## config.mk

```make
export PLATFORM = sky130hd
export DESIGN_NAME = line_buffer_read_scheduler_flat
export DESIGN_NICKNAME = d
export VERILOG_FILES = /design/src/rtl/line_buffer_read_scheduler_if.sv /design/src/rtl/line_buffer_read_scheduler.sv /design/src/flat_wrapper.sv
export SDC_FILE = /design/constraint.sdc
export NUM_CORES = 1
export LEC_CHECK = 0
export ABC_AREA = 1
export BUFFER_PORTS_ARGS = -buffer_cell sky130_fd_sc_hd__buf_4
export CAP_MARGIN = 10
export CORE_MARGIN = 1.5
export CORE_UTILIZATION = 58
export DETAILED_ROUTE_END_ITERATION = 10
export HOLD_SLACK_MARGIN = 0.03
export PLACE_DENSITY = 0.8
export REMOVE_ABC_BUFFERS = 1
export SETUP_SLACK_MARGIN = 0.1
export SLEW_MARGIN = 40
export SYNTH_ARGS = -nofsm -noshare
export SYNTH_HDL_FRONTEND = slang
export SYNTH_SLANG_ARGS = --single-unit
```

## constraint.sdc

```tcl
create_clock -name clock -period 2.8 [get_ports clock]
set_input_delay 0.84 -clock clock [delete_from_list [all_inputs] [get_ports clock]]
set_output_delay 0.84 -clock clock [all_outputs]
set_load 0.005 [all_outputs]
```

## src/rtl/line_buffer_read_scheduler_if.sv

```systemverilog
// Read-side bus between the line-buffer read scheduler, the output timing
// generator (frame/line/pixel strobes) and the line-buffer RAM read port.
interface line_buffer_read_scheduler_if #(
  parameter int ADDR_BITS = 15
);
  logic                 frame_start;
  logic                 line_start;
  logic                 pixel_active;
  logic [ADDR_BITS-1:0] rdaddr;
  logic                 rden;

  // Scheduler side: consumes timing strobes, drives the RAM read port.
  modport master (
    input  frame_start,
    input  line_start,
    input  pixel_active,
    output rdaddr,
    output rden
  );

  // Timing generator / RAM side.
  modport slave (
    output frame_start,
    output line_start,
    output pixel_active,
    input  rdaddr,
    input  rden
  );
endinterface

```

## src/rtl/line_buffer_read_scheduler.sv

```systemverilog
// Read-side controller for the video line-buffer ring: arms on the capture
// trigger, generates per-pixel read addresses and tracks buffered-line occupancy.
module line_buffer_read_scheduler #(
  parameter int ADDR_BITS   = 15,
  parameter int LINE_LENGTH = 640,
  parameter int NUM_LINES   = 32,
  parameter int V_ACTIVE    = 480
) (
  input  logic                          clock,
  input  logic                          reset,
  input  logic                          starttrigger,
  input  logic                          wr_line_done,
  input  logic                          line_doubler,
  line_buffer_read_scheduler_if.master  rd_bus,
  output logic                          running,
  output logic [9:0]                    line_count,
  output logic                          underrun,
  output logic                          overflow
);

  localparam int X_BITS   = $clog2(LINE_LENGTH + 1);
  localparam int OCC_BITS = $clog2(NUM_LINES + 1);

  localparam logic [ADDR_BITS:0]   LINE_STEP  = (ADDR_BITS + 1)'(LINE_LENGTH);
  localparam logic [ADDR_BITS:0]   RING_WORDS = (ADDR_BITS + 1)'(LINE_LENGTH * NUM_LINES);
  localparam logic [X_BITS-1:0]    X_END      = X_BITS'(LINE_LENGTH);
  localparam logic [X_BITS-1:0]    X_ONE      = X_BITS'(1'b1);
  localparam logic [OCC_BITS-1:0]  OCC_FULL   = OCC_BITS'(NUM_LINES);
  localparam logic [OCC_BITS-1:0]  OCC_ONE    = OCC_BITS'(1'b1);
  localparam logic [OCC_BITS-1:0]  OCC_ZERO   = OCC_BITS'(1'b0);
  localparam logic [9:0]           LC_MAX     = 10'(V_ACTIVE);

  typedef enum logic [1:0] {
    IDLE  = 2'd0,
    ARMED = 2'd1,
    RUN   = 2'd2
  } state_t;

  state_t                 state_r;
  state_t                 state_nxt_s;
  logic [ADDR_BITS-1:0]   base_r;
  logic [X_BITS-1:0]      x_r;
  logic                   repeat_r;
  logic                   doubler_r;
  logic                   first_line_r;
  logic [9:0]             line_count_r;
  logic [OCC_BITS-1:0]    occ_r;
  logic                   underrun_r;
  logic                   overflow_r;
  logic [ADDR_BITS-1:0]   rdaddr_r;
  logic                   rden_r;

  logic                   frame_evt_s;
  logic                   line_evt_s;
  logic                   first_start_s;
  logic                   consume_s;
  logic                   rd_hit_s;
  logic [ADDR_BITS:0]     base_sum_s;
  logic [ADDR_BITS-1:0]   base_nxt_s;

  // A line_start coinciding with frame_start counts as the frame's first line.
  assign frame_evt_s   = rd_bus.frame_start && ((state_r == ARMED) || (state_r == RUN));
  assign line_evt_s    = rd_bus.line_start && (state_r == RUN) && !rd_bus.frame_start && !first_line_r;
  assign first_start_s = rd_bus.line_start && (state_r == RUN) && !rd_bus.frame_start && first_line_r;
  assign consume_s     = line_evt_s && !(doubler_r && !repeat_r);
  assign rd_hit_s      = (state_r == RUN) && (line_count_r < LC_MAX) && rd_bus.pixel_active && (x_r < X_END);
  assign base_sum_s    = {1'b0, base_r} + LINE_STEP;
  assign base_nxt_s    = (base_sum_s >= RING_WORDS) ? {ADDR_BITS{1'b0}} : base_sum_s[ADDR_BITS-1:0];

  // Next-state decode for the arm/run sequencer.
  always_comb begin
    state_nxt_s = state_r;
    case (state_r)
      IDLE: begin
        if (starttrigger) state_nxt_s = ARMED;
        else              state_nxt_s = IDLE;
      end
      ARMED: begin
        if (rd_bus.frame_start) state_nxt_s = RUN;
        else                    state_nxt_s = ARMED;
      end
      RUN:     state_nxt_s = RUN;
      default: state_nxt_s = IDLE;
    endcase
  end

  // State register.
  always_ff @(posedge clock) begin
    if (reset) state_r <= IDLE;
    else       state_r <= state_nxt_s;
  end

  // Frame/line position: base address, pixel index, repeat phase, line count.
  always_ff @(posedge clock) begin
    if (reset) begin
      base_r       <= {ADDR_BITS{1'b0}};
      x_r          <= {X_BITS{1'b0}};
      repeat_r     <= 1'b0;
      doubler_r    <= 1'b0;
      first_line_r <= 1'b0;
      line_count_r <= 10'd0;
    end else if (frame_evt_s) begin
      base_r       <= {ADDR_BITS{1'b0}};
      x_r          <= {X_BITS{1'b0}};
      repeat_r     <= 1'b0;
      doubler_r    <= line_doubler;
      first_line_r <= !rd_bus.line_start;
      line_count_r <= 10'd0;
    end else if (line_evt_s) begin
      x_r          <= {X_BITS{1'b0}};
      line_count_r <= (line_count_r == LC_MAX) ? line_count_r : line_count_r + 10'd1;
      if (doubler_r && !repeat_r) begin
        repeat_r <= 1'b1;
      end else begin
        repeat_r <= 1'b0;
        base_r   <= base_nxt_s;
      end
    end else begin
      if (first_start_s) first_line_r <= 1'b0;
      if (rd_hit_s)      x_r          <= x_r + X_ONE;
    end
  end

  // RAM read port: one-cycle latency from pixel_active, address holds when idle.
  always_ff @(posedge clock) begin
    if (reset) begin
      rden_r   <= 1'b0;
      rdaddr_r <= {ADDR_BITS{1'b0}};
    end else begin
      rden_r <= rd_hit_s;
      if (rd_hit_s) rdaddr_r <= base_r + ADDR_BITS'(x_r);
    end
  end

  // Buffered-line occupancy with sticky underrun/overflow flags.
  always_ff @(posedge clock) begin
    if (reset) begin
      occ_r      <= OCC_ZERO;
      underrun_r <= 1'b0;
      overflow_r <= 1'b0;
    end else begin
      case ({wr_line_done, consume_s})
        2'b10: begin
          if (occ_r == OCC_FULL) overflow_r <= 1'b1;
          else                   occ_r      <= occ_r + OCC_ONE;
        end
        2'b01: begin
          if (occ_r == OCC_ZERO) underrun_r <= 1'b1;
          else                   occ_r      <= occ_r - OCC_ONE;
        end
        default: occ_r <= occ_r;
      endcase
    end
  end

  assign rd_bus.rdaddr = rdaddr_r;
  assign rd_bus.rden   = rden_r;
  assign running       = (state_r == RUN);
  assign line_count    = line_count_r;
  assign underrun      = underrun_r;
  assign overflow      = overflow_r;

endmodule
```

## src/flat_wrapper.sv

```systemverilog
// flat-port wrapper written by rule: the top's interface ports become plain ports
module line_buffer_read_scheduler_flat 
#(
  parameter int ADDR_BITS   = 15,
  parameter int LINE_LENGTH = 640,
  parameter int NUM_LINES   = 32,
  parameter int V_ACTIVE    = 480
)
  (clock, reset, starttrigger, wr_line_done, line_doubler, running, line_count, underrun, overflow, rd_bus_frame_start, rd_bus_line_start, rd_bus_pixel_active, rd_bus_rdaddr, rd_bus_rden);
  line_buffer_read_scheduler_if #(.ADDR_BITS(ADDR_BITS)) rd_bus_i ();
  input  logic clock;
  input  logic reset;
  input  logic starttrigger;
  input  logic wr_line_done;
  input  logic line_doubler;
  output logic running;
  output logic [9:0] line_count;
  output logic underrun;
  output logic overflow;
  input wire logic [$bits(rd_bus_i.frame_start)-1:0] rd_bus_frame_start;
  input wire logic [$bits(rd_bus_i.line_start)-1:0] rd_bus_line_start;
  input wire logic [$bits(rd_bus_i.pixel_active)-1:0] rd_bus_pixel_active;
  output wire logic [$bits(rd_bus_i.rdaddr)-1:0] rd_bus_rdaddr;
  output wire logic [$bits(rd_bus_i.rden)-1:0] rd_bus_rden;
  assign rd_bus_i.frame_start = rd_bus_frame_start;
  assign rd_bus_i.line_start = rd_bus_line_start;
  assign rd_bus_i.pixel_active = rd_bus_pixel_active;
  assign rd_bus_rdaddr = rd_bus_i.rdaddr;
  assign rd_bus_rden = rd_bus_i.rden;
  line_buffer_read_scheduler #(.ADDR_BITS(ADDR_BITS), .LINE_LENGTH(LINE_LENGTH), .NUM_LINES(NUM_LINES), .V_ACTIVE(V_ACTIVE)) u_core (.clock(clock), .reset(reset), .starttrigger(starttrigger), .wr_line_done(wr_line_done), .line_doubler(line_doubler), .rd_bus(rd_bus_i), .running(running), .line_count(line_count), .underrun(underrun), .overflow(overflow));
endmodule
```

==> results.md <==
- Die Y: 75.27 um
- Max rail drop VDD: 0.0004010 V
- Synth-to-Final Area Change: 16.98%
- WS Path Type: reg -> reg
- Critical-path maximum fanout: 6
- Worst Setup Start Kind: register
- DRT iter0 DRCs: 178
- Area of the multi-input gates: roughly 1600 um2
- Final Max Slew Viols: 0
- FF+latch count, synth: 57
- Crit path max-delay cell type: dfxtp_1
- NumNets Final: 471
- Worst EP arrival: 2650 ps
- Final wirelength: 6422 um
- FILL cells: 433
- # rows: 26
- Grt ovf: 0
- Hold Worst Slack: 449.7 ps
- FF+latch area: 1141 um2
- Clock tree buffer depth: 2
- CP max stage delay: between 300 and 400 ps
- Max Clk Rate: 0.4123 GHz
- Actual slew at the worst max-slew pin: around 450 ps
- Cell Area, Synth: ~3000 um2
- Setup slack at placement: 114.5 ps
- Vias in the first global route: 2,512
- Die X: 75.27 um
- Root buf cell: clkbuf_8
- Critical-path cell list: inv_1, ha_1, nand3_4, nor2_8, nand2_4, inv_2, ha_1, buf_4, nand2_1, nand2_1, ha_1, or2_1, nand4_1, nand2_1, xor2_1, a21oi_1
- Yosys warning count: 0
- Syn Area/Cell: between 7 and 8 um2
- Min-Delay Path Class: reg -> reg
- Setup TNS: 0 ps
- Clock sink count: 57
- Resize count post-CTS: 0
- Slew margin rel.: 0.6998
- Routed len/inst: about 12 um
- Leak Pwr: 1.492 nW
- Period utilization: 0.8663
- Initial Util: 0.5969
- Layout cells sized above 1: 0.2119
- Hold_buf cts: 0
- Total Power: 1.694 mW
- Clock latency at the later pin of the worst-skew pair: 340 ps
- Setup bufs post-CTS: 0
- Antenna Cells: 0
- DP Wirelength: 4709 um
- Ports: 37
- Final setup fails: 0
- Post-route clock skew: 6.541 ps
- Via count: 2,701
- CP endpoint kind: register
- H-tree level count: 3
- Minimum clock period: about 2400 ps
- # port buffers: 36
- Pre-antenna DRT Iters: 4
- Clock buffer count from CTS: 9
- Routability cong.: 0.8515
- Die footprint: 5666 um2
- Post-layout util: 0.6982
- PD cells: between 400 and 500 nW/um2
- Tot GR Track Use: 0.2540
- Sequential area share after synthesis: 0.3767
- Initial antenna violation count: 0
- Gate Count Post-Synth: around 400
- Synth unique cells: 41
- Residual DRC: 0
- Final hold violations: 0
- Max_cap viols: 0
- CP required: 3020 ps
- CTS tree: yes
- Detail Route Antenna Nets: 0
- Largest net degree at the start of global routing: 19
- Clock transition at path regs: 70 ps
- Unrepaired setup endpoints after global routing: no
- First-pass GRT wire length: 10,790 um
- Run status: finished clean
- Vias per cell: 5.164
- Core area: 5075 um2
- Setup ws final: approximately 370 ps
==> critical path, delay by kind of cell (launching register included) <==
| family | cells | cell delay (ps) |
|---|---|---|
| and+or+nand+nor | 8 | 760 |
| adders and majority gates | 3 | 640 |
| buffers and inverters | 3 | 310 |
| DFF | 1 | 380 |
| AOI/OAI and AO/OA | 1 | 70 |
| xor gates and xnor gates | 1 | 130 |
==> final cells by class <==
cell class              instances  area share
inverters                      54     0.05720
clock buffers                  13     0.04484
repair buffers                 42     0.08898
well taps                      70     0.02472
clock inverters                 3    0.004237
multi-input cells             284      0.4580
flip-flops and latches         57      0.3220
==> registers in the layout, indices dropped and copies added, names as in the netlist <==
name,count
u_core.rd_bus.rdaddr,15
u_core.line_count,10
u_core.x_r,10
u_core.base_r,8
u_core.occ_r,6
u_core.state_r,2
u_core.doubler_r,1
u_core.first_line_r,1
u_core.overflow,1
u_core.rd_bus.rden,1
u_core.repeat_r,1
u_core.underrun,1
==> cells in the mapped netlist (all sizes together) <==
library cell	instances	area share
o22ai	1	0.0021
a21oi	39	0.067
nor2	51	0.082
o21ai	33	0.055
nor3	9	0.024
a22oi	1	0.0025
a21boi	1	0.0025
a211oi	4	0.013
or2	3	0.0062
buf	6	0.017
a21o	1	0.0025
nand3	16	0.032
inv	54	0.067
o211ai	1	0.0025
dfxtp	57	0.38
o21a	2	0.0050
nand3b	1	0.0025
xor2	3	0.0087
xnor2	11	0.032
ha	15	0.062
nand4	9	0.019
nor3b	1	0.0025
nand2	82	0.11
clkbuf	3	0.0037
==> worst paths after layout <==
path                                   startpoint               to  slack, ps  cells past startpoint
worst max register to register  u_core.state_r[0]  u_core.occ_r[4]        370                     16
worst min register to register    u_core.repeat_r  u_core.repeat_r        450                      2
worst min-delay path              u_core.repeat_r  u_core.repeat_r        450                      2
worst max-delay path            u_core.state_r[0]  u_core.occ_r[4]        370                     16
==> routing by layer <==
metal | GRT usage | vias to the layer above | part of all wire
li1 | - | 1402 | -
met1 | 0.2890 | 1228 | 0.45
met2 | 0.4287 | 57 | 0.49
met3 | 0.09906 | 14 | 0.045
met4 | 0.1012 | 0 | 0.017
met5 | 0 | - | 0
==> placed cells by master, fill, tap and decap left out, types with 2 or more instances in the layout <==
| master | instances |
|---|---|
| a211oi_1 | 2 |
| a211oi_2 | 2 |
| a21oi_1 | 37 |
| a21oi_2 | 2 |
| buf_4 | 42 |
| clkbuf_1 | 2 |
| clkbuf_8 | 11 |
| clkinv_2 | 3 |
| dfxtp_1 | 57 |
| ha_1 | 15 |
| inv_1 | 42 |
| inv_2 | 12 |
| nand2_1 | 73 |
| nand2_2 | 6 |
| nand2_4 | 3 |
| nand3_1 | 14 |
| nand4_1 | 9 |
| nor2_1 | 43 |
| nor2_2 | 4 |
| nor2_4 | 2 |
| nor2_8 | 2 |
| nor3_1 | 5 |
| nor3_2 | 3 |
| o21a_1 | 2 |
| o21ai_0 | 25 |
| o21ai_1 | 8 |
| xnor2_1 | 11 |
| xor2_1 | 3 |
==> per-stage QoR <==
step	std cells	cell area [um2]
5_1_grt	523	3543
4_1_cts	523	3543
2_1_floorplan	395	2967
6_report	523	3543
3_5_place_dp	507	3369
3_3_place_gp	507	3369
==> where the power goes <==
group	leakage [nW]	switching, mW	internal, mW	total [mW]
registers	0.461	0.0178	0.832	0.850
logic	0.938	0.0946	0.0583	0.153
clock network	0.0932	0.326	0.365	0.691
total	1.49	0.438	1.26	1.69
==> logic make-up after synthesis <==
kind of cell | synth area share
adders and majority gates | 0.06196
and+or+nand+nor | 0.2817
xor gates and xnor gates | 0.04048
DFF | 0.3767
AOI/OAI and AO/OA | 0.1516
buffers and inverters | 0.08757
(Power assumes the default switching activity.)
